### config.mk
export PLATFORM = sky130hd
export DESIGN_NAME = adder_input_packer
export DESIGN_NICKNAME = d
export VERILOG_FILES = /design/src/rtl/adder_input_packer.sv
export SDC_FILE = /design/constraint.sdc
export NUM_CORES = 1
export LEC_CHECK = 0
export ABC_AREA = 0
export CAP_MARGIN = 10
export CORE_MARGIN = 2
export CORE_UTILIZATION = 29
export CTS_CLUSTER_DIAMETER = 80
export DETAILED_ROUTE_END_ITERATION = 8
export GPL_TIMING_DRIVEN = 0
export PLACE_DENSITY_LB_ADDON = 0.2
export SYNTH_ARGS = -nofsm -noshare
export SYNTH_HDL_FRONTEND = slang
export SYNTH_SLANG_ARGS = --single-unit
export TNS_END_PERCENT = 100
### constraint.sdc
create_clock -name clk -period 2.2 [get_ports clk]
set_input_delay 0.44 -clock clk [delete_from_list [all_inputs] [get_ports clk]]
set_output_delay 0.44 -clock clk [all_outputs]
set_load 0.02 [all_outputs]
### src/rtl/adder_input_packer.sv
// adder_input_packer: packs a serial stream of BITS-wide operands into
// NUM-lane vectors for the fp16 adder. It has a fill buffer and an output
// register, so it sustains one word per cycle and can absorb downstream hold.
// A last_in marker closes a partial vector. Lanes above the last real word
// are padded with +0.0 (all zeros).
// The port list exposes four lanes. For NUM < 4 the unused ports read zero.
module adder_input_packer #(
  parameter int BITS = 16,
  parameter int NUM  = 4
) (
  input  logic                       clk,
  input  logic                       reset,
  input  logic                       valid_in,
  input  logic [BITS-1:0]            data_in,
  input  logic                       last_in,
  output logic                       ready_in,
  input  logic                       hold,
  output logic                       valid,
  output logic [BITS-1:0]            data_out__0,
  output logic [BITS-1:0]            data_out__1,
  output logic [BITS-1:0]            data_out__2,
  output logic [BITS-1:0]            data_out__3,
  output logic [$clog2(NUM+1)-1:0]   lanes,
  output logic [15:0]                pkt_count
);

  localparam int IW = $clog2(NUM);
  localparam int LW = $clog2(NUM+1);

  logic [IW-1:0]   idx_q, idx_d;
  logic            fill_full_q, fill_full_d;
  logic            out_full_q, out_full_d;
  logic [LW-1:0]   fill_lanes_q, fill_lanes_d;
  logic [LW-1:0]   lanes_q, lanes_d;
  logic [15:0]     pkt_q, pkt_d;
  logic [BITS-1:0] fill_q [NUM];
  logic [BITS-1:0] fill_d [NUM];
  logic [BITS-1:0] out_q [NUM];
  logic [BITS-1:0] out_d [NUM];
  logic [BITS-1:0] comp_vec [NUM];

  logic            accept;
  logic            complete;
  logic            out_free;
  logic [LW-1:0]   comp_lanes;

  // The fill buffer stalls the producer only when it holds a completed
  // vector that is waiting for the output register.
  assign ready_in   = ~fill_full_q & ~reset;
  assign valid      = out_full_q & ~hold & ~reset;
  assign accept     = valid_in & ready_in;
  assign complete   = accept & (last_in | (idx_q == IW'(NUM-1)));
  // The output register can take a new vector if it is empty or it drains this cycle.
  assign out_free   = ~out_full_q | valid;
  assign comp_lanes = LW'(idx_q) + LW'(1);

  // The completed vector: stored lanes below idx, the incoming word at idx,
  // and zero padding above idx.
  for (genvar gi = 0; gi < NUM; gi++) begin : g_comp
    localparam logic [IW-1:0] LANE = IW'(gi);
    assign comp_vec[gi] = (LANE < idx_q)  ? fill_q[gi] :
                          (LANE == idx_q) ? data_in    : '0;
  end

  // Map the internal lanes onto the fixed output ports.
  assign data_out__0 = out_q[0];
  assign data_out__1 = out_q[1];
  if (NUM > 2) begin : g_l2
    assign data_out__2 = out_q[2];
  end else begin : g_l2_zero
    assign data_out__2 = '0;
  end
  if (NUM > 3) begin : g_l3
    assign data_out__3 = out_q[3];
  end else begin : g_l3_zero
    assign data_out__3 = '0;
  end
  assign lanes     = lanes_q;
  assign pkt_count = pkt_q;

  // Next state: word capture, completion routing, pending transfer, consume.
  always_comb begin
    idx_d        = idx_q;
    fill_full_d  = fill_full_q;
    out_full_d   = out_full_q;
    fill_lanes_d = fill_lanes_q;
    lanes_d      = lanes_q;
    pkt_d        = pkt_q;
    fill_d       = fill_q;
    out_d        = out_q;

    if (accept) begin
      fill_d[idx_q] = data_in;
      idx_d         = complete ? '0 : idx_q + IW'(1);
    end

    if (valid) begin
      out_full_d = 1'b0;
      pkt_d      = pkt_q + 16'd1;
    end

    if (fill_full_q && out_free) begin
      out_d       = fill_q;
      lanes_d     = fill_lanes_q;
      out_full_d  = 1'b1;
      fill_full_d = 1'b0;
    end else if (complete && out_free) begin
      out_d      = comp_vec;
      lanes_d    = comp_lanes;
      out_full_d = 1'b1;
    end else if (complete) begin
      fill_d       = comp_vec;
      fill_lanes_d = comp_lanes;
      fill_full_d  = 1'b1;
    end
  end

  // State registers. Reset discards any partial or buffered vector.
  always_ff @(posedge clk) begin
    if (reset) begin
      idx_q        <= '0;
      fill_full_q  <= 1'b0;
      out_full_q   <= 1'b0;
      fill_lanes_q <= '0;
      lanes_q      <= '0;
      pkt_q        <= '0;
      for (int i = 0; i < NUM; i++) begin
        fill_q[i] <= '0;
        out_q[i]  <= '0;
      end
    end else begin
      idx_q        <= idx_d;
      fill_full_q  <= fill_full_d;
      out_full_q   <= out_full_d;
      fill_lanes_q <= fill_lanes_d;
      lanes_q      <= lanes_d;
      pkt_q        <= pkt_d;
      fill_q       <= fill_d;
      out_q        <= out_d;
    end
  end

endmodule

Yosys cells after proc, flatten, opt, wreduce, memory -nomap -nowiden
Index checks and enable logic that the tools add are counted.

cells by class
  add/sub/neg operators = 3
  magnitude comparators = 6
  equal/unequal tests = 4
  mux-type cells = 23
  bitwise logic cells = 14
  reduce and logical (&&, ||, !) cells = 9

operators by type and width
  operator               number
  $mux 64                6
  $mux 16                9
  $bwmux 64              1
  $demux 16 s2           1
  $add 16x1->16 const B  1
  $mux 3                 2
  $not 1->1              6
  $and 1x1->1            5
  $eq 2x2->1 const A     2
  $lt 1x2->1 const A     2
  $lt 2x2->1 const A     2
  $add 2x1->3 const B    1
  $ge 3x3->1 const B     1
  $logic_and 1x1->1      3
  $lt 3x1->1 const B     1
  $mux 1                 3
  $not 2->3              1
  $reduce_and 3->1       1
  $reduce_bool 3->1      1
  $add 2x1->2 const B    1
  $eq 1x2->1 const A     1
  $eq 2x2->1 const B     1
  $logic_not 2->1        1
  $mux 2                 1
  other kinds (4)        5

word-level totals
  register bits = 154
  input bits = 21
  logic and storage cells = 73

Depth between registers and ports, before layout
Gate-level depths: netlist (run 1).

  depth in word-level cells = 10
  gate-level depth with buffers = 9
  gate-level depth less buffers = 6

Worst setup path after synthesis (run 1)
Ideal clock, no wire load.

  path type = input to register
  start = input port reset
  end = register pkt_q[13] (netlist: pkt_count[13])
  setup time = 70 ps
  arrival time = 2023 ps
  slack = 106 ps
  cell stages on the path = 6
  path through = buf_2 -> buf_6 -> nor3b_2 -> nand2_1 -> or4_1 -> a21oi_1

on the way
  word-level cells in the longest chain between the ends = 2

RTL lines
  item                  RTL line  text
  start, declared       12        input logic reset,
  $not 1->1             50        assign valid = out_full_q & ~hold & ~reset;
  $and 1x1->1           50
  via valid             18        output logic valid,
  end signal, assigned  137       pkt_q <= pkt_d;
  end, declared         35        logic [15:0] pkt_q, pkt_d;

The timed path passes the listed nets, and every way through them passes these cells.
A chain may end at the register's enable or synchronous reset.

Worst setup path in the final report (run 1)
  start = register idx_q[1]
  end = register fill_q[51] (netlist name)

on the way
  word-level cells in the longest chain between the ends = 10

RTL lines
  item                                                                   RTL line  text
  start, declared                                                        30        logic [IW-1:0] idx_q, idx_d;
  start signal, assigned                                                 132       idx_q <= idx_d;
  $not 2->3 (not written as such)                                        93        fill_d[idx_q] = data_in;
  $ge 3x3->1 (not written as such) / $lt 3x1->1 (equally long branches)  93
  $logic_and 1x1->1 (not written as such)                                93
  $mux 16 (not written as such)                                          93
  $demux 16 s2                                                           93
  $bwmux 64                                                              93
  $mux 64                                                                92        if (accept) begin
  $mux 64                                                                111       end else if (complete) begin
  $mux 64                                                                107       end else if (complete && out_free) begin
  $mux 64 *                                                              102       if (fill_full_q && out_free) begin
  end signal, assigned                                                   138       fill_q <= fill_d;
  end, declared                                                          36        logic [BITS-1:0] fill_q [NUM];

Mark *: on every way between the ends. The rest lies on a longest branch, timed or not.

==> impl_results.md, run 1 <==
- Dpl hpwl: 16.8 mm
- Area contributors post-synth: dfxtp_1, a21oi_1, nand2_1, o21ai_0, mux2i_1
- Synth area leader: dfxtp_1
- Tot GR Track Use: 0.187
- Mapped Nets: 870
- Slew Viols, Final: 0
- Worst setup path start: idx_q[1]
- Dpl ws: -0.739 ns
- CP bufs+invs: 5
- Period minus WS final: 2.10 ns
- Area Overhead vs Synth: 30.0%
- Post-Syn Area: 6990 um2
- Leak: 0.00296 uW
- Total die area: 25300 um2
- Critical-path maximum fanout: 10
- Top delay family on crit path: buffers and inverters
- Placed Cells: 1249
- WHS: 0.360 ns
- Main synth FF type: dfxtp_1
- Worst-margin pin slew: 0.738 ns
- WS Path Type: flip-flop to flip-flop
- Avg Cell Area, Syn: 8.30 um2
- Most common cell after layout, fill and taps aside: dfxtp_1
- Core area: 23500 um2
- Largest net degree at the start of global routing: 17
- Final setup margin: 0.102 ns
- Seq/Total Area, Yosys: 0.441
- Critical path launch point type: flip-flop
- FF-to-FF setup slack: 0.10 ns
- Starting Density: 0.297
- I/O pins: 106
- Seq cells post-synth: 154
- Tot Pwr: 6750 uW
- Worst setup EP type: flip-flop
- Worst r2r src: idx_q[1]
- Via count: 6644
- Final setup TNS: 0 ns
- Initial antenna violation count: 0
- Cts bufs inserted: 17
- CP max stage cell: dfxtp_2
- Yosys top cell area share: 0.441
- Chip width: 159 um
- Routed wire length: 24.1 mm
- Syn. warnings: 0
- Commonest non-fill, non-tap cells in the layout: dfxtp_1, nand2_1, a21oi_1
- PortBufs: 88
- DR WL/cell: 18.9 um
- Most used cell, CP: buf_4
- Number of diodes: 0
- Number of global-route vias before repair: 6415
- Synth cell types: 49
- Placer Congestion: 0.861
- TritonCTS Sinks: 154
- Synthesized netlist cell count: 842
- First-pass GRT wire length: 37.2 mm
- Final hold vios: 0
- Vias/cell: 5.20
- # H-tree levels: 4
- Initial DRC Count: 421
- Max-cap violation count: 0
- CTS Buffer Depth: 2
- Worst Hold Class: input port to flip-flop
- TritonRoute pass-1 iters: 5
- GR Overflow Total: 0
- Fmax: 477 MHz
- Residual DRC count: 0
- Clock Skew: 0.00862 ns
- Worst slew margin: 0.508
- Post-synth EDFFs: 0
- Post-route clock period utilization: 0.954
- Row count: 56
- Clk_lat worst skew: 0.43 ns
- CTS root buffer: clkbuf_16
- CTS tree: yes
- Critical path arrival: 2.44 ns
- Clock-pin slew on the worst setup and hold paths: 0.06 ns
- Hold Crit Start: data_in[7]
- Asr flop ratio synth: 0
- Nets@finish: 974
- Status: completed
- CTS Hold Bufs: 0
- Power per cell area: 743 nW/um2
- Worst-path cell chain: buf_4, inv_1, ha_2, nor4bb_1, clkbuf_4, buf_4, buf_4, nand2_1, o21ai_0
- Peak VDD IR: 0.383 mV
- Final ANT Viol Nets: 0
- Finished Layout Cells: 1278
- Share of layout cells above drive strength 1: 0.108
- Die H: 159 um
- CP required: 2.54 ns
- Final Setup Violations: 0
- CP max stage delay: 0.37 ns
- RSZ-0062 raised after global routing: no
## worst reg2reg max path: stages, from the launching register on
cell and delay, ns:
dfxtp_2 0.37, buf_4 0.20, inv_1 0.11, ha_2 0.24
nor4bb_1 0.27, clkbuf_4 0.24, buf_4 0.20, buf_4 0.20
nand2_1 0.07, o21ai_0 0.11
## sequential cells by signal, summed over array words and instances, names as in the netlist, 3 cells and up
name,cells
data_out__0,16
data_out__3,16
data_out__2,16
fill_lanes_q,3
pkt_count,16
lanes,3
data_out__1,16
fill_q,64
## what timing repair did
| item | 4_1_cts | 5_1_grt |
|---|---|---|
| pin swaps | 0 | 1 |
| gates resized for setup | 39 | 27 |
| endpoints found under the setup margin | 131 | 114 |
| setup buffers | 1 | 4 |
## layout make-up
| cell class | count | area, um2 |
|---|---|---|
| plain buffers | 82 | 453 |
| flip-flops and latches | 154 | 3090 |
| inverters | 4 | 15.0 |
| multi-input cells | 594 | 3550 |
| clock buffers | 18 | 439 |
| repair buffers | 93 | 927 |
| fillers | 2457 | 14500 |
| well taps | 319 | 399 |
| clock inverters | 14 | 216 |
## through the flow
stage	util	cell area, um2
2_1_floorplan	-	6990
3_3_place_gp	0.351	8270
3_5_place_dp	0.351	8270
4_1_cts	0.383	9010
5_1_grt	0.386	9080
6_report	0.386	9080
## cell families (layout without fill, tap and decap cells)
kind of cell / after synthesis / after routing / synth area share
AO/OA/AOI/OAI: 324 / 324 / 0.271
multiplexers: 45 / 45 / 0.0645
AND/OR/NAND/NOR: 209 / 209 / 0.135
buffers and inverters: 94 / 211 / 0.0643
flip-flops: 154 / 154 / 0.441
XOR/XNOR: 9 / 9 / 0.0113
adder cells (fa/ha/maj): 7 / 7 / 0.0125
## path summary, 6_finish.rpt
path | end | cells past startpoint
min reg2reg | data_out__1[0] | 1
min | fill_q[7] | 3
max | fill_q[51] | 9
max reg2reg | fill_q[51] | 9
## where the power goes
| group | internal, uW | switching [uW] |
|---|---|---|
| logic | 184 | 352 |
| clock network | 2050 | 1260 |
| registers | 2850 | 41.7 |
| total | 5090 | 1660 |
## cells in the mapped netlist, types with 2 or more instances
| cell type | instances |
|---|---|
| a211oi_1 | 17 |
| nor2_1 | 21 |
| nand4_1 | 5 |
| and4_1 | 2 |
| a21oi_1 | 106 |
| nor3_1 | 3 |
| xor2_1 | 5 |
| nand4bb_1 | 2 |
| dfxtp_1 | 154 |
| nand2_1 | 127 |
| o21ai_0 | 95 |
| nand3_1 | 22 |
| clkbuf_1 | 63 |
| buf_1 | 2 |
| or3_1 | 2 |
| buf_6 | 10 |
| a31oi_1 | 13 |
| a32o_1 | 2 |
| o31ai_1 | 3 |
| a22oi_1 | 29 |
| o2bb2ai_1 | 13 |
| or4_1 | 2 |
| buf_2 | 11 |
| a22o_1 | 5 |
| clkbuf_2 | 3 |
| and3_1 | 11 |
| nor2b_1 | 3 |
| ha_1 | 7 |
| o22ai_1 | 13 |
| nand4b_1 | 2 |
| inv_1 | 4 |
| o21ai_2 | 2 |
| o21ai_1 | 19 |
| mux2i_1 | 45 |
| o32ai_1 | 2 |
| xnor2_1 | 4 |
## layer usage
layer,wire [um],part of all wire,GRT usage,vias up
met5,0,0,0,-
met3,1250,0.052,0.0427,36
li1,-,-,-,3237
met2,10600,0.44,0.281,185
met4,682,0.028,0.0806,0
met1,11600,0.48,0.258,3186
No activity file was read; power rests on OpenSTA's default activity.
==> run 2: changes to the inputs <==
- CTS_CLUSTER_DIAMETER: 80 -> 30
==> results of run 2 <==
Same layout as run 1: the final DEF is identical, and so are final timing and power.
==> run 3: changes to the inputs <==
- PLACE_DENSITY: not set -> 0.53
- PLACE_DENSITY_LB_ADDON: 0.2 -> not set
==> run 3 against run 2 <==
Flip-flop and latch count is the same. Setup slack better by 0.046 ns. Sequential share of layout area grew 0.27 points. Final cell count shrank 0.23%. Clock-buffer cell count rose by 3. Highest routed layer unchanged. Power down 2.8%. Sequential power is essentially flat. Critical path type unchanged. Largest power group unchanged. Largest cell class unchanged.
==> impl_results.md, run 3 (synthesis results as in run 1) <==
- Dpl ws: -0.752 ns (was -0.739 ns)
- CTS Buffer Depth: 2 (unchanged)
- Critical-path maximum fanout: 10 (unchanged)
- Period minus WS final: 2.05 ns (was 2.10 ns)
- Fillers: 2493 (was 2457)
- Dpl hpwl: 16.7 mm (was 16.8 mm)
- Most common cell after layout, fill and taps aside: dfxtp_1 (unchanged)
- RSZ-0062 raised after global routing: no (unchanged)
- Worst r2r src: idx_q[1] (unchanged)
- Largest net degree at the start of global routing: 17 (unchanged)
- Final setup TNS: 0 ns (unchanged)
- Max reg flops: 64 (unchanged)
- Worst slew margin: 0.490 (was 0.508)
- I/O pins: 106 (unchanged)
- CP bufs+invs: 4 (was 5)
- Core area: 23500 um2 (unchanged)
- FF-to-FF setup slack: 0.15 ns (was 0.10 ns)
- Reg2Reg Depth: 8 (was 9)
- Final setup margin: 0.149 ns (was 0.102 ns)
- Worst-margin pin slew: 0.765 ns (was 0.738 ns)
- CTS tree: yes (unchanged)
- Initial antenna violation count: 0 (unchanged)
- Initial DRC Count: 593 (was 421)
- First-pass GRT wire length: 37.0 mm (was 37.2 mm)
- Slew Viols, Final: 0 (unchanged)
- TritonCTS Sinks: 154 (unchanged)
- CP max stage cell: dfxtp_2 (unchanged)
- Tot GR Track Use: 0.186 (was 0.187)
- Clock-pin slew on the worst setup and hold paths: 0.06 ns (about the same)
- Routed wire length: 23.9 mm (was 24.1 mm)
- Worst-path cell chain: buf_4, inv_1, ha_2, and3_1, buf_2, buf_4, mux2i_1, a21oi_1 (was buf_4, inv_1, ha_2, nor4bb_1, clkbuf_4, buf_4, buf_4, nand2_1, o21ai_0)
- Finished layout cell area: 9010 um2 (was 9080 um2)
- Tot Pwr: 6560 uW (was 6750 uW)
- Power per cell area: 728 nW/um2 (was 743 nW/um2)
- Critical path arrival: 2.36 ns (was 2.44 ns)
- Worst setup EP type: flip-flop (unchanged)
- Final hold vios: 0 (unchanged)
- Clk_lat worst skew: 0.43 ns (about the same)
- Most used cell, CP: buf_4 (unchanged)
- DR WL/cell: 18.7 um (was 18.9 um)
- TritonRoute pass-1 iters: 6 (was 5)
- Max-cap violation count: 0 (unchanged)
- R2R Path End: fill_q[42] (was fill_q[51])
- Vias/cell: 5.21 (was 5.20)
- Area post-placement: 8270 um2 (unchanged)
- Placed Cells: 1249 (unchanged)
- Status: completed (unchanged)
- Nets@finish: 971 (was 974)
- Final ANT Viol Nets: 0 (unchanged)
- Via count: 6642 (was 6644)
- CTS Hold Bufs: 0 (unchanged)
- Residual DRC count: 0 (unchanged)
- Starting Density: 0.297 (unchanged)
- Post-route clock period utilization: 0.932 (was 0.954)
- Number of diodes: 0 (unchanged)
- Leak: 0.00294 uW (was 0.00296 uW)
- Cts bufs inserted: 17 (unchanged)
- Largest register by flop count: fill_q (unchanged)
- Worst Hold Class: input port to flip-flop (unchanged)
- WS Path Type: flip-flop to flip-flop (unchanged)
- Critical path launch point type: flip-flop (unchanged)
- CP Capture Point: fill_q[42] (was fill_q[51])
- Critical path depth: 8 (was 9)
- Die H: 159 um (unchanged)
- Fmax: 487 MHz (was 477 MHz)
- GR Overflow Total: 0 (unchanged)
- CP max stage delay: 0.37 ns (about the same)
- Final Setup Violations: 0 (unchanged)
- Area Overhead vs Synth: 29.0% (was 30.0%)
- Placer Congestion: 0.811 (was 0.861)
- Clock Skew: 0.0140 ns (was 0.00862 ns)
- Row count: 56 (unchanged)
- Top delay family on crit path: buffers and inverters (unchanged)
- PortBufs: 88 (unchanged)
- Number of global-route vias before repair: 6269 (was 6415)
- CTS root buffer: clkbuf_16 (unchanged)
- Share of layout cells above drive strength 1: 0.101 (was 0.108)
- Worst setup path start: idx_q[1] (unchanged)
- Chip width: 159 um (unchanged)
- Total die area: 25300 um2 (unchanged)
- Commonest non-fill, non-tap cells in the layout: dfxtp_1, nand2_1, a21oi_1 (unchanged)
- CP required: 2.51 ns (was 2.54 ns)
- Finished Layout Cells: 1275 (was 1278)
- # H-tree levels: 4 (unchanged)
- Peak VDD IR: 0.413 mV (was 0.383 mV)
-- run 3: worst min-delay path by stage --
stage,startpoint,to,slack (ns),depth (start not counted)
floorplan,fill_q[58],fill_q[58],0.44,1
global placement,data_out__1[11],data_out__1[11],0.45,1
detailed placement,data_out__2[3],data_out__2[3],0.45,1
CTS,data_in[7],fill_q[7],0.35,3
global route,data_in[7],fill_q[7],0.35,3
finish,data_in[7],fill_q[55],0.37,3
-- run 3: per-stage QoR --
| stage | util | hold slack [ns] |
|---|---|---|
| after detailed placement | 0.351 | 0.449 |
| after global routing | 0.383 | 0.355 |
| after CTS | 0.381 | 0.352 |
| after global placement | 0.351 | 0.452 |
| final | 0.383 | 0.369 |
| after floorplan | - | 0.442 |
-- run 3: timing repair --
item | 4_1_cts | 5_1_grt
resized for setup | 35 | 29
setup endpoints to repair | 132 | 116
pin swaps | 0 | 1
setup buffers | 1 | 0
-- run 3: final cells by class --
| class | instances | area (um2) | area share |
|---|---|---|---|
| Buffer | 83 | 460 | 0.0511 |
| Clock buffer | 21 | 470 | 0.0522 |
| Clock inverter | 11 | 161 | 0.0179 |
| Inverter | 4 | 15.0 | 0.00167 |
| Multi-Input combinational cell | 594 | 3530 | 0.392 |
| Sequential cell | 154 | 3090 | 0.342 |
| Tap cell | 319 | 399 | 0.0443 |
| Timing Repair Buffer | 89 | 888 | 0.0986 |
-- run 3: routing by layer --
layer | part of all wire | track usage | vias up
met5 | 0 | 0 | -
met4 | 0.019 | 0.0579 | 0
met3 | 0.055 | 0.0404 | 25
met2 | 0.44 | 0.279 | 224
met1 | 0.49 | 0.265 | 3153
li1 | - | - | 3240
-- run 3: power by group --
part / internal [uW] / switching, uW
Combinational: 181 / 351
Sequential: 2850 / 42.9
Clock: 1900 / 1240
-- run 3: worst min-delay path: cells and delay by family --
kind / cells / cell delay [ns]
AO/OA/AOI/OAI: 1 / 0.06
AND/OR/NAND/NOR: 1 / 0.06
buffers and inverters: 1 / 0.19
